**config.mk**
```make
export PLATFORM = sky130hd
export DESIGN_NAME = tug_key_conditioner_flat
export DESIGN_NICKNAME = d
export VERILOG_FILES = /design/src/rtl/tug_key_conditioner_pkg.sv /design/src/rtl/tug_key_conditioner_if.sv /design/src/rtl/tug_key_conditioner_key_debounce.sv /design/src/rtl/tug_key_conditioner.sv /design/src/flat_wrapper.sv
export SDC_FILE = /design/constraint.sdc
export NUM_CORES = 1
export LEC_CHECK = 0
export ABC_AREA = 1
export CORE_MARGIN = 8
export CORE_UTILIZATION = 53
export CTS_CLUSTER_SIZE = 10
export DETAILED_ROUTE_END_ITERATION = 6
export GPL_ROUTABILITY_DRIVEN = 0
export PLACE_DENSITY_LB_ADDON = 0.2
export SYNTH_ARGS = -nofsm -noshare
export SYNTH_HDL_FRONTEND = slang
export SYNTH_SLANG_ARGS = --single-unit
export TNS_END_PERCENT = 50
```
**constraint.sdc**
```tcl
create_clock -name clk -period 1.4 [get_ports clk]
set_clock_uncertainty 0.1 [all_clocks]
set_input_delay 0.21 -clock clk [delete_from_list [all_inputs] [get_ports clk]]
set_output_delay 0.21 -clock clk [all_outputs]
set_load 0.05 [all_outputs]
```
**src/rtl/tug_key_conditioner_pkg.sv**
```systemverilog
// tug_pkg: shared key FSM state encoding and default timing constants for the key conditioner.
package tug_pkg;
    typedef enum logic [1:0] {REL, PRESS_CHK, PRS, REL_CHK} key_state_t;
    localparam int TUG_DEBOUNCE_CYCLES = 16;
    localparam int TUG_SYNC_STAGES     = 2;
endpackage

```
**src/rtl/tug_key_conditioner_if.sv**
```systemverilog
// tug_key_conditioner_if: raw key pins and enable in, move pulses and held levels out.
interface tug_key_conditioner_if;
    logic key_l_n;
    logic key_r_n;
    logic enable;
    logic L;
    logic R;
    logic l_held;
    logic r_held;
    modport master (output key_l_n, key_r_n, enable, input L, R, l_held, r_held);
    modport slave  (input key_l_n, key_r_n, enable, output L, R, l_held, r_held);
endinterface

```
**src/rtl/tug_key_conditioner_key_debounce.sv**
```systemverilog
// key_debounce: synchronizer, debounce FSM and one-shot press pulse for a single active-low key.
module key_debounce
    import tug_pkg::*;
#(
    parameter int DEBOUNCE_CYCLES = TUG_DEBOUNCE_CYCLES,
    parameter int SYNC_STAGES     = TUG_SYNC_STAGES
) (
    input  logic clk,
    input  logic reset,
    input  logic key_n,
    input  logic enable,
    output logic pulse,
    output logic held
);
    localparam int CW = $clog2(DEBOUNCE_CYCLES + 1);
    localparam logic [CW-1:0] DMAX = CW'(DEBOUNCE_CYCLES);

    logic [SYNC_STAGES-1:0] sync_q;
    key_state_t             state_q, state_d;
    logic [CW-1:0]          cnt_q, cnt_d;
    logic                   pulse_q, held_q;
    logic                   s;

    assign s     = ~sync_q[SYNC_STAGES-1];
    assign pulse = pulse_q;
    assign held  = held_q;

    always_comb begin
        state_d = state_q;
        cnt_d   = cnt_q;
        case (state_q)
            REL:       if (s) begin state_d = PRESS_CHK; cnt_d = CW'(1); end
            PRESS_CHK: if (!s) begin state_d = REL; cnt_d = '0; end
                       else if (cnt_q == DMAX) begin state_d = PRS; cnt_d = '0; end
                       else cnt_d = cnt_q + CW'(1);
            PRS:       if (!s) begin state_d = REL_CHK; cnt_d = CW'(1); end
            REL_CHK:   if (s) begin state_d = PRS; cnt_d = '0; end
                       else if (cnt_q == DMAX) begin state_d = REL; cnt_d = '0; end
                       else cnt_d = cnt_q + CW'(1);
            default:   begin state_d = REL; cnt_d = '0; end
        endcase
    end

    // Synchronizer resets to all-ones so a reset looks like a released key.
    always_ff @(posedge clk or negedge reset) begin
        if (!reset) begin
            sync_q  <= '1;
            state_q <= REL;
            cnt_q   <= '0;
            pulse_q <= 1'b0;
            held_q  <= 1'b0;
        end else begin
            sync_q  <= {sync_q[SYNC_STAGES-2:0], key_n};
            state_q <= state_d;
            cnt_q   <= cnt_d;
            pulse_q <= enable && state_q == PRESS_CHK && state_d == PRS;
            held_q  <= state_d == PRS || state_d == REL_CHK;
        end
    end
endmodule

```
**src/rtl/tug_key_conditioner.sv**
```systemverilog
// tug_key_conditioner: two independent debounced key paths producing L/R move pulses.
module tug_key_conditioner
    import tug_pkg::*;
#(
    parameter int DEBOUNCE_CYCLES = TUG_DEBOUNCE_CYCLES,
    parameter int SYNC_STAGES     = TUG_SYNC_STAGES
) (
    input logic                  clk,
    input logic                  reset,
    tug_key_conditioner_if.slave bus
);
    key_debounce #(.DEBOUNCE_CYCLES(DEBOUNCE_CYCLES), .SYNC_STAGES(SYNC_STAGES)) u_left (
        .clk    (clk),
        .reset  (reset),
        .key_n  (bus.key_l_n),
        .enable (bus.enable),
        .pulse  (bus.L),
        .held   (bus.l_held)
    );

    key_debounce #(.DEBOUNCE_CYCLES(DEBOUNCE_CYCLES), .SYNC_STAGES(SYNC_STAGES)) u_right (
        .clk    (clk),
        .reset  (reset),
        .key_n  (bus.key_r_n),
        .enable (bus.enable),
        .pulse  (bus.R),
        .held   (bus.r_held)
    );
endmodule

```
**src/flat_wrapper.sv**
```systemverilog
// flat-port wrapper written by rule: the top's interface ports become plain ports
module tug_key_conditioner_flat import tug_pkg::*;
#(
    parameter int DEBOUNCE_CYCLES = TUG_DEBOUNCE_CYCLES,
    parameter int SYNC_STAGES     = TUG_SYNC_STAGES
)
  (clk, reset, bus_key_l_n, bus_key_r_n, bus_enable, bus_L, bus_R, bus_l_held, bus_r_held);
  tug_key_conditioner_if bus_i ();
  input logic clk;
  input logic reset;
  input wire logic [$bits(bus_i.key_l_n)-1:0] bus_key_l_n;
  input wire logic [$bits(bus_i.key_r_n)-1:0] bus_key_r_n;
  input wire logic [$bits(bus_i.enable)-1:0] bus_enable;
  output wire logic [$bits(bus_i.L)-1:0] bus_L;
  output wire logic [$bits(bus_i.R)-1:0] bus_R;
  output wire logic [$bits(bus_i.l_held)-1:0] bus_l_held;
  output wire logic [$bits(bus_i.r_held)-1:0] bus_r_held;
  assign bus_i.key_l_n = bus_key_l_n;
  assign bus_i.key_r_n = bus_key_r_n;
  assign bus_i.enable = bus_enable;
  assign bus_L = bus_i.L;
  assign bus_R = bus_i.R;
  assign bus_l_held = bus_i.l_held;
  assign bus_r_held = bus_i.r_held;
  tug_key_conditioner #(.DEBOUNCE_CYCLES(DEBOUNCE_CYCLES), .SYNC_STAGES(SYNC_STAGES)) u_core (.clk(clk), .reset(reset), .bus(bus_i));
endmodule
```
== Word-level counts from Yosys, hierarchy flattened ==
Index checks and enable logic that the tools add are counted.

* Register bits: 22
* Bits of input ports: 5
* Output and inout bits: 4
* Word-level logic and storage cells: 64

* Add/subtract/negate cells: 2
* Equal/unequal tests: 16
* Muxes and demuxes: 26
* Reduce and logical (&&, ||, !) cells: 10

{| class="wikitable"
|+ Operators with widths
! operator !! count
|-
| $mux 5 || 10
|-
| $pmux 5 s4 || 2
|-
| $mux 2 || 12
|-
| $eq 2x2->1 const B || 8
|-
| $pmux 2 s4 || 2
|-
| $add 5x1->5 const B || 2
|-
| $eq 5x5->1 const B || 2
|-
| $ne 2x2->1 const B || 4
|-
| $eq 2x1->1 const B || 2
|-
| $logic_and 1x1->1 || 4
|-
| $logic_not 2->1 || 2
|-
| $reduce_and 2->1 || 2
|-
| $logic_or 1x1->1 || 2
|}

== Depth between registers and ports, before layout ==
Gate-level depths: netlist (run 1).

* Depth after elaboration: 6
* Depth in mapped cells: 8
* Depth with buffers taken out: 8

== Modules after synthesis ==
A second synthesis (run 1) with hierarchy kept.

* Cells, all modules: 130
* Area, all modules: 1,116.1 um^2

{| class="wikitable"
|+ Modules (own cells, without submodules)
! module !! instances !! cells each !! area each (um^2) !! sequential area each (um^2)
|-
| key_debounce || 2 || 65 || 558.0 || 277.8
|}

== Worst setup path after synthesis (run 1) ==
OpenSTA, ideal clock, no wires.

* Path type: register to register
* From: reg, netlist name u_core.u_right.held
* To: reg u_core.u_right.cnt_q[2]
* Setup time: 65 ps
* Arrival time: 1,148 ps
* Data required time: 1,235 ps
* Setup slack: 87 ps
* Stages on the path, launching flop included: 7
* Path buffers: 0
* Clock period less this slack: 1,313 ps
* Path through: dfrtp_1 -> nand2_1 -> nand2_2 -> nand2_1 -> nor2_2 -> nand2_1 -> nand2_1

{| class="wikitable"
|+ RTL lines
! element !! line !! text
|-
| end signal: assignment || tug_key_conditioner_key_debounce.sv:55 || <nowiki>cnt_q <= cnt_d;</nowiki>
|-
| end: declaration || tug_key_conditioner_key_debounce.sv:20 || <nowiki>logic [CW-1:0] cnt_q, cnt_d;</nowiki>
|}

== Final worst setup path (run 1) ==
* From: reg u_core.u_left.cnt_q[0]
* To: reg u_core.u_left.cnt_q[2]

* Longest elaborated chain between the ends: 4
* Elaborated cells on any way between the ends: 6
* Those cells by class: add/sub: 1; eq/ne: 1; mux: 4

{| class="wikitable"
|+ RTL lines
! element !! line !! text
|-
| start: declaration || tug_key_conditioner_key_debounce.sv:20 ||
|-
| start signal: assignment || tug_key_conditioner_key_debounce.sv:55 ||
|-
| $add 5x1->5 or $eq 5x5->1 (tied branches) || n/a ||
|-
| $mux 5 * || tug_key_conditioner_key_debounce.sv:34, tug_key_conditioner_key_debounce.sv:38 ||
|-
| $mux 5, on equally long branches || tug_key_conditioner_key_debounce.sv:37, tug_key_conditioner_key_debounce.sv:33 ||
|-
| $pmux 5 s4 * || tug_key_conditioner_key_debounce.sv:31 || <nowiki>case (state_q)</nowiki>
|}

Every way passes the cells marked *; elsewhere a longest branch is shown, timed or not.
A chain may end at the register's enable or synchronous reset.

==> results of run 1 <==
-- layer usage --
metal	wire, µm	global-route usage, %
met1	828	14.5
met2	828	16.4
met3	40	2.09
met4	20	4.98
met5	0	0
-- synthesized netlist by cell type --
cell type	number
nand2_4	2
nor2_1	2
o21ai_0	2
ha_1	4
nand2_2	5
buf_6	2
a21oi_1	4
nand2_1	43
nand3_1	8
clkinv_4	1
nand4_1	6
dfstp_2	4
inv_4	1
nor2_2	4
nor2_4	2
xor2_1	2
inv_1	13
inv_2	5
dfrtp_1	17
-- final cells by class --
cell class / count / area [µm²]
inverter: 20 / 82.6
sequential: 21 / 532
fill: 177 / 687
tap: 27 / 33.8
timing repair buffer: 10 / 135
clock buffer: 4 / 26.3
multi-input combinational: 84 / 445
-- kinds of logic after synthesis --
kind of cell    synth area share, %
xor+xnor                       1.62
flops                          49.1
fa+ha+maj                      4.63
compound gates                 2.78
simple gates                   32.2
buf+inv                        9.72
-- sequential cells by signal, summed over array words and instances (netlist names) --
name	flops
u_core.u_left.state_q	2
u_core.u_right.pulse	1
u_core.u_left.sync_q	2
u_core.u_right.sync_q	2
u_core.u_right.state_q	1
u_core.u_left.pulse	1
u_core.u_left.cnt_q	5
u_core.u_left.held	1
u_core.u_right.held	1
u_core.u_right.cnt_q	5
-- worst max-delay path, delay by kind of cell (launching register included) --
kind / cells / cell delay [ns]
XOR/XNOR: 1 / 0.17
adder cells (fa/ha/maj): 1 / 0.23
buffers and inverters: 1 / 0.15
flip-flops: 1 / 0.41
AND/OR/NAND/NOR: 2 / 0.12
-- worst min path at each step --
| stage | cells after the start | end | from | slack (ns) |
|---|---|---|---|---|
| CTS | 2 | u_core.u_right.state_q[0] | reset | 0.15 |
| global route | 2 | u_core.u_right.state_q[0] | reset | 0.18 |
| global placement | 0 | u_core.u_left.sync_q[1] | u_core.u_left.sync_q[0] | 0.25 |
| detailed placement | 0 | u_core.u_left.sync_q[1] | u_core.u_left.sync_q[0] | 0.25 |
| floorplan | 0 | u_core.u_left.cnt_q[0] | reset | -0.19 |
| finish | 2 | u_core.u_right.cnt_q[0] | reset | 0.15 |
-- placed cells by master (no fill, tap or decap), types with 4 or more instances in the layout --
cell type,instances
a21oi_1,4
buf_12,4
clkdlybuf4s50_1,4
dfrtp_1,16
dfstp_2,4
ha_1,4
inv_1,13
inv_2,5
nand2_1,43
nand2_2,5
nand3_1,8
nand4_1,6
nor2_2,4
-- metrics by stage --
stage,cells,cell area [µm²]
5_1_grt,166,1250
3_3_place_gp,161,1220
4_1_cts,165,1250
3_5_place_dp,161,1220
6_report,166,1250
2_1_floorplan,127,1080
-- where the power goes --
part | switching [mW] | total [mW] | internal, mW
registers | 0.0360 | 0.676 | 0.640
clock network | 0.166 | 0.277 | 0.111
logic | 0.0750 | 0.132 | 0.0567
total | 0.277 | 1.08 | 0.807
-- repair_timing --
item	4_1_cts	5_1_grt
setup endpoints to repair	0	7
resized for setup	0	1
setup buffers	0	1
hold buffers	0	0
==> impl_metrics.csv, run 1 <==
group,metric,value,unit
worst_setup_path,endpoint_kind,"flop",
sta,timing.hold.ws,0.146,ns
yosys,syn_area,0.00108,mm²
final_layout,drive_above_1_share,24.5,%
sta,hold_violations,0,
global_routing,antenna_found_initial,0,
sta,min_period,1.29,ns
final_layout,syn_to_final_growth,16.1,%
drt,wl_per_cell,10.3,µm
flow_run,max-cap-violations,0,
die,die_w,61.2,µm
die,initial_core_util,55.7,%
global_routing,grt_max_degree,22,
die,die_h,61.2,µm
global_routing,track_usage,10.8,%
final_layout,nets,149,
yosys,synth_top_cell_area_share,39.4,%
yosys,postSynthCellCount,127,
worst_setup_path,rr_startpoint,"u_core.u_left.cnt_q[0]",
die,num_rows,16,
placement,dp_hpwl,1330,µm
power_and_ir_drop,power.leakage,0.663,nW
drt,routed_wl,1720,µm
sta,setup_viol,0,
worst_hold_path,hp-class,"in -> async",
worst_setup_path,required,1.49,ns
sta,max_freq,777,MHz
worst_setup_path,critPathMaxStageDelay,0.41,ns
drt,viasPerCell,4.78,
global_routing,grt_pass1_wl,3060,µm
clock_tree,cts.path.max_buffers,2,
worst_setup_path,regToRegSetupSlack,0.11,ns
final_layout,antenna_cells,0,
worst_setup_path,cp_max_fo,4,
sta,postLayoutSetupSlackWorst,0.114,ns
worst_setup_path,rr_endpoint,"u_core.u_left.cnt_q[2]",
clock_tree,clk_pin_slew,0.11,ns
worst_setup_path,crit_top_cell,"nand2_1",
global_routing,grt.overflow.total,0,
die,io-pin-count,9,
power_and_ir_drop,p_per_area,864,mW/mm²
yosys,synth.distinct_cells,19,
drt,postRouteAntennaNets,0,
yosys,syn_avg_cell_area,8.51,µm²
die,die-area,0.00374,mm²
clock_tree,cts.sinks,21,
clock_tree,cts_tree,"built",
sta,tightest_slew,0.298,ns
sta,post-route-period-util,91.9,%
power_and_ir_drop,ir_worst_vdd,0.000812,V
worst_setup_path,critPathArrivalTime,1.38,ns
drt,first_pass_iters,5,
placement,dp_slack,0.104,ns
yosys,seq_area_frac_synth,49.1,%
worst_setup_path,path_class,"reg -> reg",
yosys,yosys-top-cells-area,"dfrtp_1 39%, nand2_1 15%, dfstp_2 9.7%",
run_status,status,"finished, final reports clean",
sta,rsz0062_at_grt,"false",
yosys,synth_seq_cells,21,
sta,slew_headroom,80.2,%
drt,drt_iter0_markers,20,
worst_setup_path,critPathLaunch,"u_core.u_left.cnt_q[0]",
drt,route.detailed.drc,0,
yosys,yosys_warnings,0,
power_and_ir_drop,power,1.08,mW
placement,port_buffers,8,
sta,fin_tns_setup,0,ns
worst_setup_path,crit_path_cell_trace,"buf_4, ha_1, xor2_1, nand2_1, nand2_1",
worst_setup_path,ff2ff_path_depth,5,
sta,maxSlewViolCount,0,
worst_setup_path,cp_slowest_cell,"dfrtp_2",
die,core,0.00194,mm²
clock_tree,clk_latency,0.29,ns
global_routing,grt_pass1_vias,725,
worst_setup_path,crit_end,"u_core.u_left.cnt_q[2]",
final_layout,final_util,64.6,%
worst_setup_path,start_kind,"flop",
clock_tree,htree_levels,1,
clock_tree,numCtsBuffers,3,
clock_tree,cts-root-buf,"clkbuf_4",
yosys,syn-num-nets,136,
drt,vias,793,
yosys,yosysTopAreaCell,"dfrtp_1",
No activity file was read; power rests on OpenSTA's default activity.
==> run 2, diff against run 1 <==
CELL_PAD_IN_SITES_DETAIL_PLACEMENT = 0   (was default)
CELL_PAD_IN_SITES_GLOBAL_PLACEMENT = 2   (was default)
CORE_UTILIZATION = 36   (was 53)
clock period = 1.56 ns   (was 1.4 ns; I/O delays follow)
==> run 2 against run 1 <==
  * Maximum frequency is 4.6% lower
  * Die area is 34% higher
  * Setup slack better by 0.097 ns
  * Utilization is 22 points lower
  * Clock-buffer cell count is 1 lower
  * Total power is 10% lower
  * Sequential cell count stayed put
  * Non-clock buffer count is 1 lower
  * First-iteration DRC count is 65% higher
  * Clock power is 7% lower
  * Sequential power is 9.8% lower
  * Critical path type unchanged
==> impl_metrics.csv, run 2 (synthesis results as in run 1) <==
group,metric,value,unit
run_status,status,"finished, final reports clean",
sta,slew_headroom,79.8,%
clock_tree,cts.sinks,21,
drt,first_pass_iters,4,
worst_setup_path,cpLargestDelayFamily,"flip-flops",
worst_setup_path,critPathMaxStageDelay,0.44,ns
power_and_ir_drop,power.leakage,0.661,nW
global_routing,grt_max_degree,22,
die,num_rows,20,
sta,fin_tns_setup,0,ns
die,die_w,70.8,µm
global_routing,grt_use_met1,9.79,%
global_routing,antenna_found_initial,0,
power_and_ir_drop,ir_worst_vdd,0.000465,V
final_layout,antenna_cells,0,
clock_tree,cts_tree,"built",
worst_setup_path,cp_max_fo,5,
sta,post-route-period-util,86.5,%
worst_setup_path,start_kind,"flop",
worst_setup_path,worstPathBufferInverterCount,2,
final_layout,ff_latch_area,531,µm²
worst_setup_path,critPathArrivalTime,1.50,ns
final_layout,layout_commonest_cell,"nand2_1",
drt,routed_wl,1830,µm
clock_tree,cts.path.max_buffers,2,
final_layout,multi_input_area,445,µm²
worst_setup_path,critPathLaunch,"u_core.u_left.cnt_q[0]",
die,die_h,70.8,µm
power_and_ir_drop,internal_power,715,µW
worst_setup_path,cp_slowest_cell,"dfrtp_1",
sta,rsz0062_at_grt,"false",
global_routing,grt_use_met3,2.26,%
power_and_ir_drop,seq_power_share,62.5,%
worst_setup_path,endpoint_kind,"flop",
drt,wl_per_cell,10.7,µm
sta,tightest_slew,0.303,ns
drt,postRouteAntennaNets,0,
worst_setup_path,rr_startpoint,"u_core.u_left.cnt_q[0]",
global_routing,gr-usage-met2,14.1,%
global_routing,grt_pass1_wl,3480,µm
drt,route.detailed.drc,0,
worst_setup_path,required,1.71,ns
clock_tree,cts_hold_buf,0,
clock_tree,clk_latency,0.30,ns
worst_setup_path,crit_path_cell_trace,"inv_1, ha_1, nand2_2, nor2_4, nand2_2, nand2_1, nand2_1, inv_1",
power_and_ir_drop,power_switching,262,µW
drt,drt_iter0_markers,33,
die,io-pin-count,9,
clock_tree,htree_levels,1,
sta,setup_viol,0,
final_layout,syn_to_final_growth,16.1,%
sta,maxSlewViolCount,0,
clock_tree,cts-root-buf,"clkbuf_4",
final_layout,n_fill_cell,302,
placement,port_buffers,8,
die,core,0.00295,mm²
placement,dp_hpwl,1410,µm
global_routing,track_usage,8.53,%
clock_tree,post_cts_buffers,0,
global_routing,grt_pass1_vias,840,
final_layout,drive_above_1_share,23.9,%
sta,min_period,1.35,ns
drt,viasPerCell,4.61,
clock_tree,numCtsBuffers,3,
clock_tree,clk_pin_slew,0.12,ns
clock_tree,ctsResizeCount,0,
flow_run,max-cap-violations,0,
global_routing,grt-busiest-layer,"met2",
drt,vias,789,
power_and_ir_drop,p_per_area,778,mW/mm²
global_routing,grt.overflow.total,0,
worst_hold_path,hp-class,"in -> async",
sta,hold_violations,0,
sta,max_freq,741,MHz
power_and_ir_drop,power,977,µW
power_and_ir_drop,comb_power_share,11.1,%
die,initial_core_util,36.6,%
final_layout,reg_top3,"u_core.u_left.cnt_q (5), u_core.u_right.cnt_q (5)",
worst_setup_path,path_class,"reg -> reg",
power_and_ir_drop,clockPowerShare,26.4,%
final_layout,layout_common_cells,"43 x nand2_1, 17 x dfrtp_1, 13 x inv_1, 8 x nand3_1, 6 x nand4_1",
die,die-area,0.00501,mm²
power_and_ir_drop,p_sw_share,26.8,%
final_layout,nets,148,
-- run 2: layer usage --
metal | part of all wire [%] | vias to the layer above
met5 | 0 | -
met4 | 0.82 | 0
met3 | 2.4 | 2
met2 | 51 | 4
met1 | 45 | 370
li1 | - | 413
-- run 2: final cells by class --
type	instances	share of cell area, %
inverters	20	6.58
clock inverters	1	0.399
clock buffers	3	1.79
multi-input cells	84	35.5
well taps	33	3.29
flip-flops and latches	21	42.3
repair buffers	9	10.2
-- run 2: final timing paths --
kind / end / slack (ns) / depth (start not counted)
max: u_core.u_left.held / 0.21 / 8
min: u_core.u_left.cnt_q[1] / 0.16 / 2
min reg2reg: u_core.u_left.sync_q[1] / 0.27 / 0
max reg2reg: u_core.u_left.held / 0.21 / 8
max in group asynchronous: u_core.u_right.sync_q[0] / 0.93 / 2
min in group clk: u_core.u_left.sync_q[0] / 0.23 / 1
-- run 2: power groups by stage --
stage / combinational [mW] / sequential (mW) / clock, mW
6_report: 0.108 / 0.610 / 0.258
5_1_grt: 0.128 / 0.615 / 0.300
3_3_place_gp: 0.109 / 0.619 / 0
3_5_place_dp: 0.110 / 0.620 / 0
4_1_cts: 0.111 / 0.610 / 0.279
2_1_floorplan: 0.0862 / 0.607 / 0
-- run 2: per-stage QoR --
stage               utilization, %  setup WS [ns]  hold slack [ns]  instance area (µm²)  cells
floorplan                        -          0.247           -0.162                 1080    127
global placement              41.6          0.259            0.246                 1230    167
detailed placement            41.6          0.235            0.248                 1230    167
CTS                           42.5          0.204            0.164                 1250    171
global route                  42.5         0.0652            0.160                 1250    171
finish                        42.5          0.211            0.162                 1250    171
